$ cat src/rtl/signed_divider_if.sv
// Start/busy/done handshake and operand/result bus of the iterative signed divider.
interface signed_divider_if #(
    parameter int N = 8
);
    logic         start_in;
    logic [N-1:0] dividend_in;
    logic [N-1:0] divisor_in;
    logic         busy_out;
    logic         done_out;
    logic [N-1:0] quotient_out;
    logic [N-1:0] remainder_out;
    logic         div_by_zero_out;

    modport master (
        output start_in, dividend_in, divisor_in,
        input  busy_out, done_out, quotient_out, remainder_out, div_by_zero_out
    );

    modport slave (
        input  start_in, dividend_in, divisor_in,
        output busy_out, done_out, quotient_out, remainder_out, div_by_zero_out
    );
endinterface

$ cat src/rtl/signed_divider.sv
// Iterative two's-complement divider: restoring shift-subtract on operand magnitudes,
// one quotient bit per clock, then a sign fix-up matching SV signed / and %.
module signed_divider #(
    parameter int N = 8
) (
    input  logic            clk_in,
    input  logic            rst_n_in,
    signed_divider_if.slave bus
);

    localparam int CW = $clog2(N + 1);
    localparam logic [N:0]    ONE_W = (N + 1)'(1);
    localparam logic [N-1:0]  ONE_N = N'(1);
    localparam logic [CW-1:0] ONE_C = CW'(1);

    typedef enum logic [1:0] {
        IDLE,
        CALC,
        FIX,
        DONE
    } state_t;

    state_t state, state_next;

    logic [CW-1:0] count;
    logic [N-1:0]  rem_acc;
    logic [N-1:0]  quo_acc;
    logic [N:0]    dvs_mag;
    logic [N-1:0]  dividend_hold;
    logic          sign_dvd;
    logic          sign_dvs;
    logic          zero_div;

    logic [N-1:0]  quotient_reg;
    logic [N-1:0]  remainder_reg;
    logic          dbz_reg;

    logic          accept;
    logic [N-1:0]  dvd_mag_in;
    logic [N:0]    dvs_ext;
    logic [N:0]    dvs_mag_in;
    logic [N:0]    shifted;
    logic [N:0]    diff;
    logic          take;
    logic [N-1:0]  quo_fix;
    logic [N-1:0]  rem_fix;

    // An N-bit unsigned magnitude still holds 2^(N-1); the divisor is kept N+1 wide for the subtract.
    always_comb begin
        accept     = (state == IDLE) && bus.start_in;
        dvd_mag_in = bus.dividend_in[N-1] ? (~bus.dividend_in + ONE_N) : bus.dividend_in;
        dvs_ext    = {bus.divisor_in[N-1], bus.divisor_in};
        dvs_mag_in = bus.divisor_in[N-1] ? (~dvs_ext + ONE_W) : dvs_ext;
    end

    // The partial remainder stays below the divisor, so the difference sign bit decides the step.
    always_comb begin
        shifted = {rem_acc, quo_acc[N-1]};
        diff    = shifted - dvs_mag;
        take    = ~diff[N];
        quo_fix = (sign_dvd ^ sign_dvs) ? (~quo_acc + ONE_N) : quo_acc;
        rem_fix = sign_dvd ? (~rem_acc + ONE_N) : rem_acc;
    end

    always_ff @(posedge clk_in or negedge rst_n_in) begin
        if (!rst_n_in) begin
            state <= IDLE;
        end else begin
            state <= state_next;
        end
    end

    always_comb begin
        state_next = state;
        case (state)
            IDLE: begin
                if (bus.start_in) begin
                    state_next = (bus.divisor_in == '0) ? FIX : CALC;
                end
            end
            CALC: begin
                if (count == ONE_C) begin
                    state_next = FIX;
                end
            end
            FIX:     state_next = DONE;
            DONE:    state_next = IDLE;
            default: state_next = IDLE;
        endcase
    end

    always_ff @(posedge clk_in or negedge rst_n_in) begin
        if (!rst_n_in) begin
            count         <= '0;
            rem_acc       <= '0;
            quo_acc       <= '0;
            dvs_mag       <= '0;
            dividend_hold <= '0;
            sign_dvd      <= 1'b0;
            sign_dvs      <= 1'b0;
            zero_div      <= 1'b0;
            quotient_reg  <= '0;
            remainder_reg <= '0;
            dbz_reg       <= 1'b0;
        end else begin
            if (accept) begin
                count         <= CW'(N);
                rem_acc       <= '0;
                quo_acc       <= dvd_mag_in;
                dvs_mag       <= dvs_mag_in;
                dividend_hold <= bus.dividend_in;
                sign_dvd      <= bus.dividend_in[N-1];
                sign_dvs      <= bus.divisor_in[N-1];
                zero_div      <= (bus.divisor_in == '0);
            end
            if (state == CALC) begin
                count   <= count - ONE_C;
                rem_acc <= take ? diff[N-1:0] : shifted[N-1:0];
                quo_acc <= {quo_acc[N-2:0], take};
            end
            // Result registers only move here, so they hold between completions.
            if (state == FIX) begin
                if (zero_div) begin
                    quotient_reg  <= '1;
                    remainder_reg <= dividend_hold;
                    dbz_reg       <= 1'b1;
                end else begin
                    quotient_reg  <= quo_fix;
                    remainder_reg <= rem_fix;
                    dbz_reg       <= 1'b0;
                end
            end
        end
    end

    assign bus.busy_out        = (state == CALC) || (state == FIX);
    assign bus.done_out        = (state == DONE);
    assign bus.quotient_out    = quotient_reg;
    assign bus.remainder_out   = remainder_reg;
    assign bus.div_by_zero_out = dbz_reg;

endmodule

$ cat src/flat_wrapper.sv
// flat-port wrapper written by rule: the top's interface ports become plain ports
module signed_divider_flat 
#(
    parameter int N = 8
)
  (clk_in, rst_n_in, bus_start_in, bus_dividend_in, bus_divisor_in, bus_busy_out, bus_done_out, bus_quotient_out, bus_remainder_out, bus_div_by_zero_out);
  signed_divider_if #(.N(N)) bus_i ();
  input  logic clk_in;
  input  logic rst_n_in;
  input wire logic [$bits(bus_i.start_in)-1:0] bus_start_in;
  input wire logic [$bits(bus_i.dividend_in)-1:0] bus_dividend_in;
  input wire logic [$bits(bus_i.divisor_in)-1:0] bus_divisor_in;
  output wire logic [$bits(bus_i.busy_out)-1:0] bus_busy_out;
  output wire logic [$bits(bus_i.done_out)-1:0] bus_done_out;
  output wire logic [$bits(bus_i.quotient_out)-1:0] bus_quotient_out;
  output wire logic [$bits(bus_i.remainder_out)-1:0] bus_remainder_out;
  output wire logic [$bits(bus_i.div_by_zero_out)-1:0] bus_div_by_zero_out;
  assign bus_i.start_in = bus_start_in;
  assign bus_i.dividend_in = bus_dividend_in;
  assign bus_i.divisor_in = bus_divisor_in;
  assign bus_busy_out = bus_i.busy_out;
  assign bus_done_out = bus_i.done_out;
  assign bus_quotient_out = bus_i.quotient_out;
  assign bus_remainder_out = bus_i.remainder_out;
  assign bus_div_by_zero_out = bus_i.div_by_zero_out;
  signed_divider #(.N(N)) u_core (.clk_in(clk_in), .rst_n_in(rst_n_in), .bus(bus_i));
endmodule
$ cat config.mk
export PLATFORM = sky130hd
export DESIGN_NAME = signed_divider_flat
export DESIGN_NICKNAME = d
export VERILOG_FILES = /design/src/rtl/signed_divider_if.sv /design/src/rtl/signed_divider.sv /design/src/flat_wrapper.sv
export SDC_FILE = /design/constraint.sdc
export NUM_CORES = 1
export LEC_CHECK = 0
export CAP_MARGIN = 30
export CELL_PAD_IN_SITES_DETAIL_PLACEMENT = 0
export CELL_PAD_IN_SITES_GLOBAL_PLACEMENT = 1
export CORE_AREA = 2 2 98 100
export DETAILED_ROUTE_END_ITERATION = 7
export DIE_AREA = 0 0 100 102
export PLACE_DENSITY = 0.87
export SLEW_MARGIN = 20
export SYNTH_ARGS = -nofsm -noshare
export SYNTH_HDL_FRONTEND = slang
export SYNTH_SLANG_ARGS = --single-unit
$ cat constraint.sdc
create_clock -name clk_in -period 2.3 [get_ports clk_in]
set_input_delay 0.345 -clock clk_in [delete_from_list [all_inputs] [get_ports clk_in]]
set_output_delay 0.345 -clock clk_in [all_outputs]
set_load 0.02 [all_outputs]
; ---- After elaboration in Yosys (flattened, before gate mapping)
; Index checks and enable logic that the tools add are counted.
[classes]
add_sub_neg = 6
eq_ne = 6
mux = 18
bitwise = 6
n_reduce_logical = 6
[ops]
columns = operator, count
row1 = $mux W8, 10
row2 = $add A8 B1 Y8 const B, 3
row3 = $not A8 Y8, 3
row4 = $add A9 B1 Y9 const B, 1
row5 = $mux W9, 1
row6 = $not A9 Y9, 1
row7 = $sub A9 B9 Y9, 1
row8 = $logic_not A8 Y1, 1
row9 = $mux W4, 2
row10 = $pmux W2 S4, 1
row11 = $mux W2, 3
row12 = $eq A2 B2 Y1 const B, 2
row13 = $eq A4 B1 Y1 const B, 1
row14 = $sub A4 B1 Y4 const B, 1
row15 = $eq A2 B1 Y1 const B, 1
row16 = $logic_not A2 Y1, 1
row17 = $ne A2 B1 Y1 const B, 1
row18 = $ne A2 B2 Y1 const B, 1
row19 = $reduce_and A2 Y1, 1
row20 = $reduce_bool A2 Y1, 1
row21 = $logic_and A1 B1 Y1, 1
row22 = $logic_or A1 B1 Y1, 1
row23 = $mux W1, 1
row24 = $not A1 Y1, 1
row25 = $xor A1 B1 Y1, 1
[word_totals]
register_bits = 59
in_bits = 19
output_inout_bits = 19
wordCells = 54

; ---- Logic depth before layout (Yosys ltp)
; Gate-level depths: netlist (run 1).
[logic_depth]
ltp_word = 5
ltp_mapped = 8
mapped_depth_nobuf = 8

; ---- Least setup slack after synthesis (run 1)
; No wires, ideal clock.
[synth_path]
kind = flip-flop to flip-flop
from = register u_core.quo_acc[7]
to = register u_core.rem_acc[7]
setup_time_ns = 0.134
t_arrival_ns = 2.076
required_ns = 2.166
slack_ns = 0.090
path_stages_with_launch = 9
n_path_buf = 0
synth_period_minus_slack_ns = 2.210
cell_sequence = dfrtp_1 > inv_1 > ha_1 > fa_1 > nand2b_1 > a211o_1 > a21o_1 > a2111oi_2 > o31ai_1
[synth_between]
elab_chain_cells = 3
[synth_rtl]
columns = element, line
row1 = "start, declared", signed_divider.sv:27  ; logic [N-1:0] quo_acc;
row2 = "start signal, assigned", signed_divider.sv:109  ; quo_acc <= dvd_mag_in;
row3 = "start signal, assigned", signed_divider.sv:119  ; quo_acc <= {quo_acc[N-2:0], take};
row4 = $sub A9 B9 Y9, signed_divider.sv:59  ; diff = shifted - dvs_mag;
row5 = $mux W8, signed_divider.sv:118  ; rem_acc <= take ? diff[N-1:0] : shifted[N-1:0];
row6 = $mux W8, signed_divider.sv:116  ; if (state == CALC) begin
row7 = "end signal, assigned", signed_divider.sv:118
row8 = "end, declared", signed_divider.sv:26  ; logic [N-1:0] rem_acc;
; No other way between the ends.
; A chain may end at the register's enable or synchronous reset.

; ---- Worst setup path in the final report (run 1)
[layout_path]
from = register u_core.dvs_mag[0]
to = register u_core.rem_acc[7]
[layout_between]
elab_chain_cells = 3
[layout_rtl]
columns = element, line
row1 = "start, declared", signed_divider.sv:28  ; logic [N:0] dvs_mag;
row2 = "start signal, assigned", signed_divider.sv:110  ; dvs_mag <= dvs_mag_in;
row3 = $sub A9 B9 Y9, signed_divider.sv:59
row4 = $mux W8, signed_divider.sv:118
row5 = $mux W8, signed_divider.sv:116
; No other way between the ends.

==> flow_metrics.env, run 1 <==
export IMPL_grt_remaining_overflow=0
export IMPL_synth_nets=422
export IMPL_place_gp_congestion=0.862
export IMPL_power_density_nw_per_um2=1580
export IMPL_skew_ps=8.81
export IMPL_drtPass1Iterations=4
export IMPL_clock_sinks=58
export IMPL_p_leak_uw=0.00196
export IMPL_power_switching_uw=3030
export IMPL_routed_wl_mm=8.65
export IMPL_clk_transition_reported_paths_ps=70
export IMPL_synth_ff_type="dfrtp_1"
export IMPL_die_area_um2=10200
export IMPL_hpwl_mm=6.28
export IMPL_synth_compound_area_share_pct=18.0
export IMPL_slew_viol_final=0
export IMPL_ff_latch_area_um2=1450
export IMPL_syn2layout_area_growth_pct=27.5
export IMPL_cp_required_ps=2500
export IMPL_h_tree_depth=3
export IMPL_multi_input_comb_area_um2=1990
export IMPL_grt_pass1_vias=2892
export IMPL_clock_latency_ps=340
export IMPL_synth_top_area_share_pct=41.3
export IMPL_placed_area_um2=4130
export IMPL_cts_made_buffers=9
export IMPL_portBuffers=37
export IMPL_violations="setup timing"
export IMPL_clockBufferDepth=2
export IMPL_synth_area_mux_share_pct=7.12
export IMPL_maxCapViolCount=0
export IMPL_ios=38
export IMPL_ys_async_sr_fraction_pct=100
export IMPL_irDropWorstVdd_uv=723
export IMPL_syn_instance_count=383
export IMPL_final_antenna_net_count=0
export IMPL_outcome="finished, violations left"
export IMPL_max_slew_margin_rel_pct=58.7
export IMPL_p_comb_share_pct=59.0
export IMPL_hp_class="input pin to asynchronous set/reset pin"
export IMPL_ff2ff_path_depth=7
export IMPL_post_drt_wl_per_cell_um=15.5
export IMPL_min_period_ps=2300
export IMPL_finalHoldViolCount=0
export IMPL_synth_edf_count=0
export IMPL_fp_dieW_um=100
export IMPL_grt_pass1_wl_mm=14.0
export IMPL_synthTopCellsByArea="dfrtp_1 (41%), ha_1 (6.8%), mux2_2 (5.1%)"
export IMPL_setup_viol=1
export IMPL_arrival_ps=2500
export IMPL_worstSetupStartpoint="u_core.dvs_mag[0]"
export IMPL_fillCellCount=840
export IMPL_cts_root_buf="clkbuf_8"
export IMPL_crit_type="flip-flop to flip-flop"
export IMPL_die_h_um=102
export IMPL_timing_fmax_mhz=434
export IMPL_coreArea_um2=9110
export IMPL_p_int_uw=4050
export IMPL_ys_types=49
export IMPL_grt_total_usage_pct=17.9
export IMPL_drtIter0Drc=159
export IMPL_seq_area_frac_synth_pct=41.3
export IMPL_critical_path_max_fanout=5
export IMPL_drive_above_1_share_pct=17.9
export IMPL_finalNetCount=481
export IMPL_ys_ff_latch=58
export IMPL_place_ws_ps=-33.0
export IMPL_reg2reg_from="u_core.dvs_mag[0]"
export IMPL_drc=0
export IMPL_row_count=35
export IMPL_critPathCaptureType="flip-flop"
export IMPL_min_period_over_period_pct=100
export IMPL_viasPerCell=5.29
export IMPL_synth_fa_ha_area_share_pct=7.33
export IMPL_yosys_area_share_simple_pct=14.9
export IMPL_swShare_pct=42.8
export IMPL_ys_warn_count=0
export IMPL_grt_antenna_before_repair=0
export IMPL_grt_max_degree=29
export IMPL_yosys_area_share_xor_xnor_pct=6.73
export IMPL_worstReg2RegEnd="u_core.rem_acc[7]"
export IMPL_synth_top_family_by_area="compound AO/OA/AOI/OAI gates"
export IMPL_rsz0062_at_grt="yes"
export IMPL_cts_tree="built"
export IMPL_finalInstanceArea_um2=4480
export IMPL_rrSetupSlack_ps=-3
export IMPL_clkPwrFrac_pct=14.9
export IMPL_postSynthAreaPerCell_um2=9.18
export IMPL_seq_power_share_pct=26.0
export IMPL_insertedDiodeCount=0
export IMPL_yosysTopAreaCell="dfrtp_1"
export IMPL_syn_area_um2=3520
export IMPL_vias=2950
export IMPL_finalWorstSetupSlack_ps=-2.69
export IMPL_crit_path_start_kind="flip-flop"
export IMPL_worst_pin_slew_ps=615
export IMPL_start_util_pct=38.6
-- per-stage QoR --
stage | power [µW] | cells | hold WS (ps) | setup TNS (ps) | utilization [%]
after floorplan | 4410 | 383 | 49.4 | 0 | -
after global placement | 5560 | 537 | 213 | 0 | 45.3
after detailed placement | 5650 | 537 | 218 | -33.0 | 45.3
after CTS | 6830 | 556 | 372 | 0 | 48.1
after global routing | 7670 | 558 | 413 | -146 | 49.2
final | 7070 | 558 | 384 | -2.69 | 49.2
-- sequential cells by signal, indices dropped and copies added, names as in the netlist --
name                        count
u_core.bus.remainder_out        8
u_core.zero_div                 1
u_core.state                    2
u_core.sign_dvs                 1
u_core.sign_dvd                 1
u_core.bus.div_by_zero_out      1
u_core.quo_acc                  8
u_core.count                    4
u_core.dividend_hold            7
u_core.rem_acc                  8
u_core.dvs_mag                  9
u_core.bus.quotient_out         8
-- synth_stat cells (2+ instances only) --
master and instances:
a2111o_1 2, a211oi_1 2, a21o_1 4, a21oi_1 25, a31oi_1 4, a32o_1 2, a41oi_1 2, and2_1 4
buf_1 3, buf_2 2, clkbuf_1 12, dfrtp_1 58, ha_1 19, inv_1 25, mux2_2 16, mux2i_1 7
nand2_1 44, nand2b_1 6, nand3_1 4, nor2_1 31, nor2b_1 6, nor3_1 5, nor4_1 3, o211ai_1 3
o21ai_0 35, o31ai_1 8, o41ai_1 2, or3_1 3, xnor2_1 15, xor2_1 12
-- logic make-up (layout without fill, tap and decap cells) --
logic type / after synthesis / after routing
and+or+nand+nor: 114 / 114
buffers and inverters: 42 / 106
AOI/OAI and AO/OA: 99 / 99
adders and majority gates: 20 / 20
DFF: 58 / 58
muxes: 23 / 23
xor gates and xnor gates: 27 / 27
-- area by class of cell --
class / instances / area share (%)
inverter: 25 / 2.09
clock inverter: 5 / 1.73
multi-input combinational: 283 / 44.5
sequential: 58 / 32.4
timing repair buffer: 65 / 13.1
clock buffer: 11 / 3.15
tap: 111 / 3.10
-- critical path, cell delays in order, from the launching register on --
cell	delay (ps)
dfrtp_1	420
ha_4	180
fa_2	390
nand2b_4	160
a211o_1	340
a21o_4	250
a2111oi_4	310
o31ai_2	110
-- how the worst max path moves through the flow --
stage | to | slack (ps) | depth (start not counted)
CTS | u_core.rem_acc[7] | 30 | 7
global placement | u_core.rem_acc[7] | 10 | 8
floorplan | u_core.rem_acc[7] | 90 | 8
detailed placement | u_core.rem_acc[7] | -30 | 7
finish | u_core.rem_acc[7] | -3 | 7
global route | u_core.rem_acc[0] | -50 | 7
-- per-layer routing --
metal | up-vias | GRT usage [%] | routed length [µm]
met4 | 0 | 9.48 | 269
met1 | 1390 | 23.7 | 3950
met5 | - | 0 | 0
met2 | 76 | 27.9 | 4060
met3 | 22 | 3.76 | 368
li1 | 1462 | - | -
-- power groups by stage --
stage          logic [µW]  registers, µW  clock network, µW
2_1_floorplan        2470           1930                  0
3_3_place_gp         3720           1840                  0
3_5_place_dp         3800           1850                  0
4_1_cts              3920           1840               1080
5_1_grt              4640           1910               1120
6_report             4180           1840               1060
-- what timing repair did --
action	in CTS	in global routing
pin swaps	1	9
buffers inserted	2	2
setup endpoints to repair	3	8
gates resized for setup	2	18
hold endpoints to repair	8	0
hold buffers	1	0
-- placed cells by master (no fill, tap or decap), drive strengths merged, types with 15 or more instances in the layout --
cell type      netlist  final
a21oi               25     25
buf                  5     28
clkdlybuf4s50        0     36
dfrtp               58     58
ha                  19     19
inv                 25     25
mux2                16     16
nand2               45     45
nor2                31     31
o21ai               35     35
xnor2               15     15
Note: power is estimated with default switching activity, not from simulation.
==> run 2, diff against run 1 <==
--- a/config.mk
+++ b/config.mk
@@ -8,10 +8,12 @@
 export CAP_MARGIN = 30
 export CELL_PAD_IN_SITES_DETAIL_PLACEMENT = 0
 export CELL_PAD_IN_SITES_GLOBAL_PLACEMENT = 1
-export CORE_AREA = 2 2 98 100
+export CORE_AREA = 2 2 93 95
 export DETAILED_ROUTE_END_ITERATION = 7
-export DIE_AREA = 0 0 100 102
-export PLACE_DENSITY = 0.87
+export DIE_AREA = 0 0 95 97
+export HOLD_SLACK_MARGIN = 0.12
+export PLACE_DENSITY = 0.91
+export REMOVE_ABC_BUFFERS = 1
 export SLEW_MARGIN = 20
 export SYNTH_ARGS = -nofsm -noshare
 export SYNTH_HDL_FRONTEND = slang
==> constraint.sdc (replaced) <==
create_clock -name clk_in -period 2.88 [get_ports clk_in]
set_input_delay 0.432 -clock clk_in [delete_from_list [all_inputs] [get_ports clk_in]]
set_output_delay 0.432 -clock clk_in [all_outputs]
set_load 0.02 [all_outputs]
==> run 2 against run 1 <==
Compared with the run above:
- the run now ends clean
- critical path depth is 1 higher
- critical endpoint is now u_core.rem_acc[0]
- worst setup slack gained 370 ps
- combinational power decreased by 32%
- sequential power is 19% lower
- design area decreased by 6.0%
- maximum frequency fell by 8.4%
- flip-flop and latch count did not move
- utilization increased by 2.6 points
- critical path type unchanged
- largest cell class unchanged
==> flow_metrics.env, run 2 (same netlist as run 1, synthesis figures left out) <==
export IMPL_outcome="finished clean"
export IMPL_rsz0062_at_grt="no"
export IMPL_h_tree_depth=3
export IMPL_utilization_pct=51.8
export IMPL_grt_pass1_wl_mm=13.1
export IMPL_drtIter0Drc=153
export IMPL_drtPass1Iterations=5
export IMPL_final_common_cell="dfrtp_1"
export IMPL_row_count=33
export IMPL_worst_pin_slew_ps=668
export IMPL_viasPerCell=5.42
export IMPL_fp_dieW_um=95
export IMPL_coreArea_um2=8130
export IMPL_critical_path_max_fanout=6
export IMPL_start_util_pct=43.2
export IMPL_place_gp_congestion=0.912
export IMPL_grt_remaining_overflow=0
export IMPL_regMostFlops="u_core.dvs_mag"
export IMPL_portBuffers=37
export IMPL_placed_area_um2=4000
export IMPL_drive_above_1_share_pct=10.4
export IMPL_slowest_delay_ps=400
export IMPL_crit_type="flip-flop to flip-flop"
export IMPL_timing_fmax_mhz=398
export IMPL_syn2layout_area_growth_pct=19.8
export IMPL_grt_pass1_vias=2765
export IMPL_vias=2871
export IMPL_routed_wl_mm=7.76
export IMPL_cp_required_ps=3100
export IMPL_clk_transition_reported_paths_ps=60
export IMPL_ios=38
export IMPL_die_area_um2=9220
export IMPL_drc=0
export IMPL_finalInstanceArea_um2=4210
export IMPL_maxCapViolCount=0
export IMPL_cts_root_buf="clkbuf_8"
export IMPL_min_period_over_period_pct=87.3
export IMPL_fin_setup_tns_ps=0
export IMPL_insertedDiodeCount=0
export IMPL_grt_total_usage_pct=18.1
export IMPL_cts_made_buffers=9
export IMPL_skew_ps=9.60
export IMPL_hp_class="input pin to asynchronous set/reset pin"
export IMPL_ff2ff_path_depth=8
export IMPL_finalHoldViolCount=0
export IMPL_final_antenna_net_count=0
export IMPL_reg2reg_from="u_core.quo_acc[7]"
export IMPL_most_common_layout_cells="dfrtp_1 (58), nand2_1 (44), clkdlybuf4s50_1 (36)"
export IMPL_clock_sinks=58
export IMPL_grt_max_degree=54
export IMPL_p_leak_uw=0.00183
export IMPL_largest_register_ffs=9
export IMPL_slew_viol_final=0
export IMPL_finalNetCount=459
export IMPL_arrival_ps=2740
export IMPL_path_cells="inv_1 > ha_1 > fa_1 > nand2b_1 > a211o_1 > a21oi_1 > o21ai_0 > a32o_1"
export IMPL_grt_antenna_before_repair=0
export IMPL_crit_path_start_kind="flip-flop"
export IMPL_irDropWorstVdd_uv=679
export IMPL_die_h_um=97
export IMPL_critPathSlowestCell="fa_1"
export IMPL_p_total_uw=5130
export IMPL_cts_resized=0
export IMPL_max_slew_margin_rel_pct=55.5
export IMPL_min_period_ps=2520
export IMPL_clockBufferDepth=2
export IMPL_worstSetupStartpoint="u_core.quo_acc[7]"
export IMPL_worstReg2RegEnd="u_core.rem_acc[0]"
export IMPL_clock_latency_ps=340
export IMPL_cp_top_family="compound AO/OA/AOI/OAI gates"
export IMPL_hpwl_mm=5.74
export IMPL_critPathCaptureType="flip-flop"
export IMPL_path_buf_inv=1
export IMPL_post_drt_wl_per_cell_um=14.6
export IMPL_cts_tree="built"
export IMPL_setup_viol=0
export IMPL_power_density_nw_per_um2=1220
export IMPL_rrSetupSlack_ps=360
run 2: layout make-up:
class	count	area [µm²]
multi-input combinational	283	1900
clock inverter	4	50.0
fill	738	3920
tap	105	131
sequential	58	1450
clock buffer	12	155
inverter	25	93.8
timing repair buffer	43	425
run 2: repair_timing:
item                      CTS  global route
hold endpoints to repair    5             0
hold buffers                1             0
buffers inserted            0             0
run 2: worst reg2reg max path: stages (launching register included):
cell and delay, ps:
dfrtp_1 350, inv_1 80, ha_1 210, fa_1 400, nand2b_1 200, a211o_1 300, a21oi_1 400, o21ai_0 180
a32o_1 290
run 2: how the worst max path moves through the flow:
stage / endpoint / slack (ps) / cells after the start
4_1_cts: u_core.rem_acc[0] / 380 / 8
6_report: u_core.rem_acc[0] / 360 / 8
3_3_place_gp: u_core.quo_acc[4] / 500 / 8
2_1_floorplan: u_core.rem_acc[7] / 670 / 8
3_5_place_dp: u_core.rem_acc[0] / 420 / 8
5_1_grt: u_core.rem_acc[0] / 210 / 8
run 2: routing by layer:
layer  GRT usage (%)  wire length, µm  up-vias  part of all wire [%]
met2            27.9             3670       68                    47
met5               0                0        -                     0
li1                -                -     1415                     -
met4            8.58              218        0                   2.8
met1            24.9             3570     1370                    46
met3            2.65              303       18                   3.9
run 2: where the power goes:
part	total [µW]	switching, µW	internal (µW)
Combinational	2860	1590	1280
Clock	770	325	445
Sequential	1490	311	1180
Total	5130	2220	2900
run 2: stage by stage:
| step | std cells | worst slack, ps | hold WS [ps] |
|---|---|---|---|
| detailed placement | 513 | 422 | 267 |
| global route | 530 | 209 | 478 |
| CTS | 530 | 384 | 438 |
| global placement | 513 | 500 | 266 |
| floorplan | 366 | 672 | 136 |
| finish | 530 | 365 | 448 |
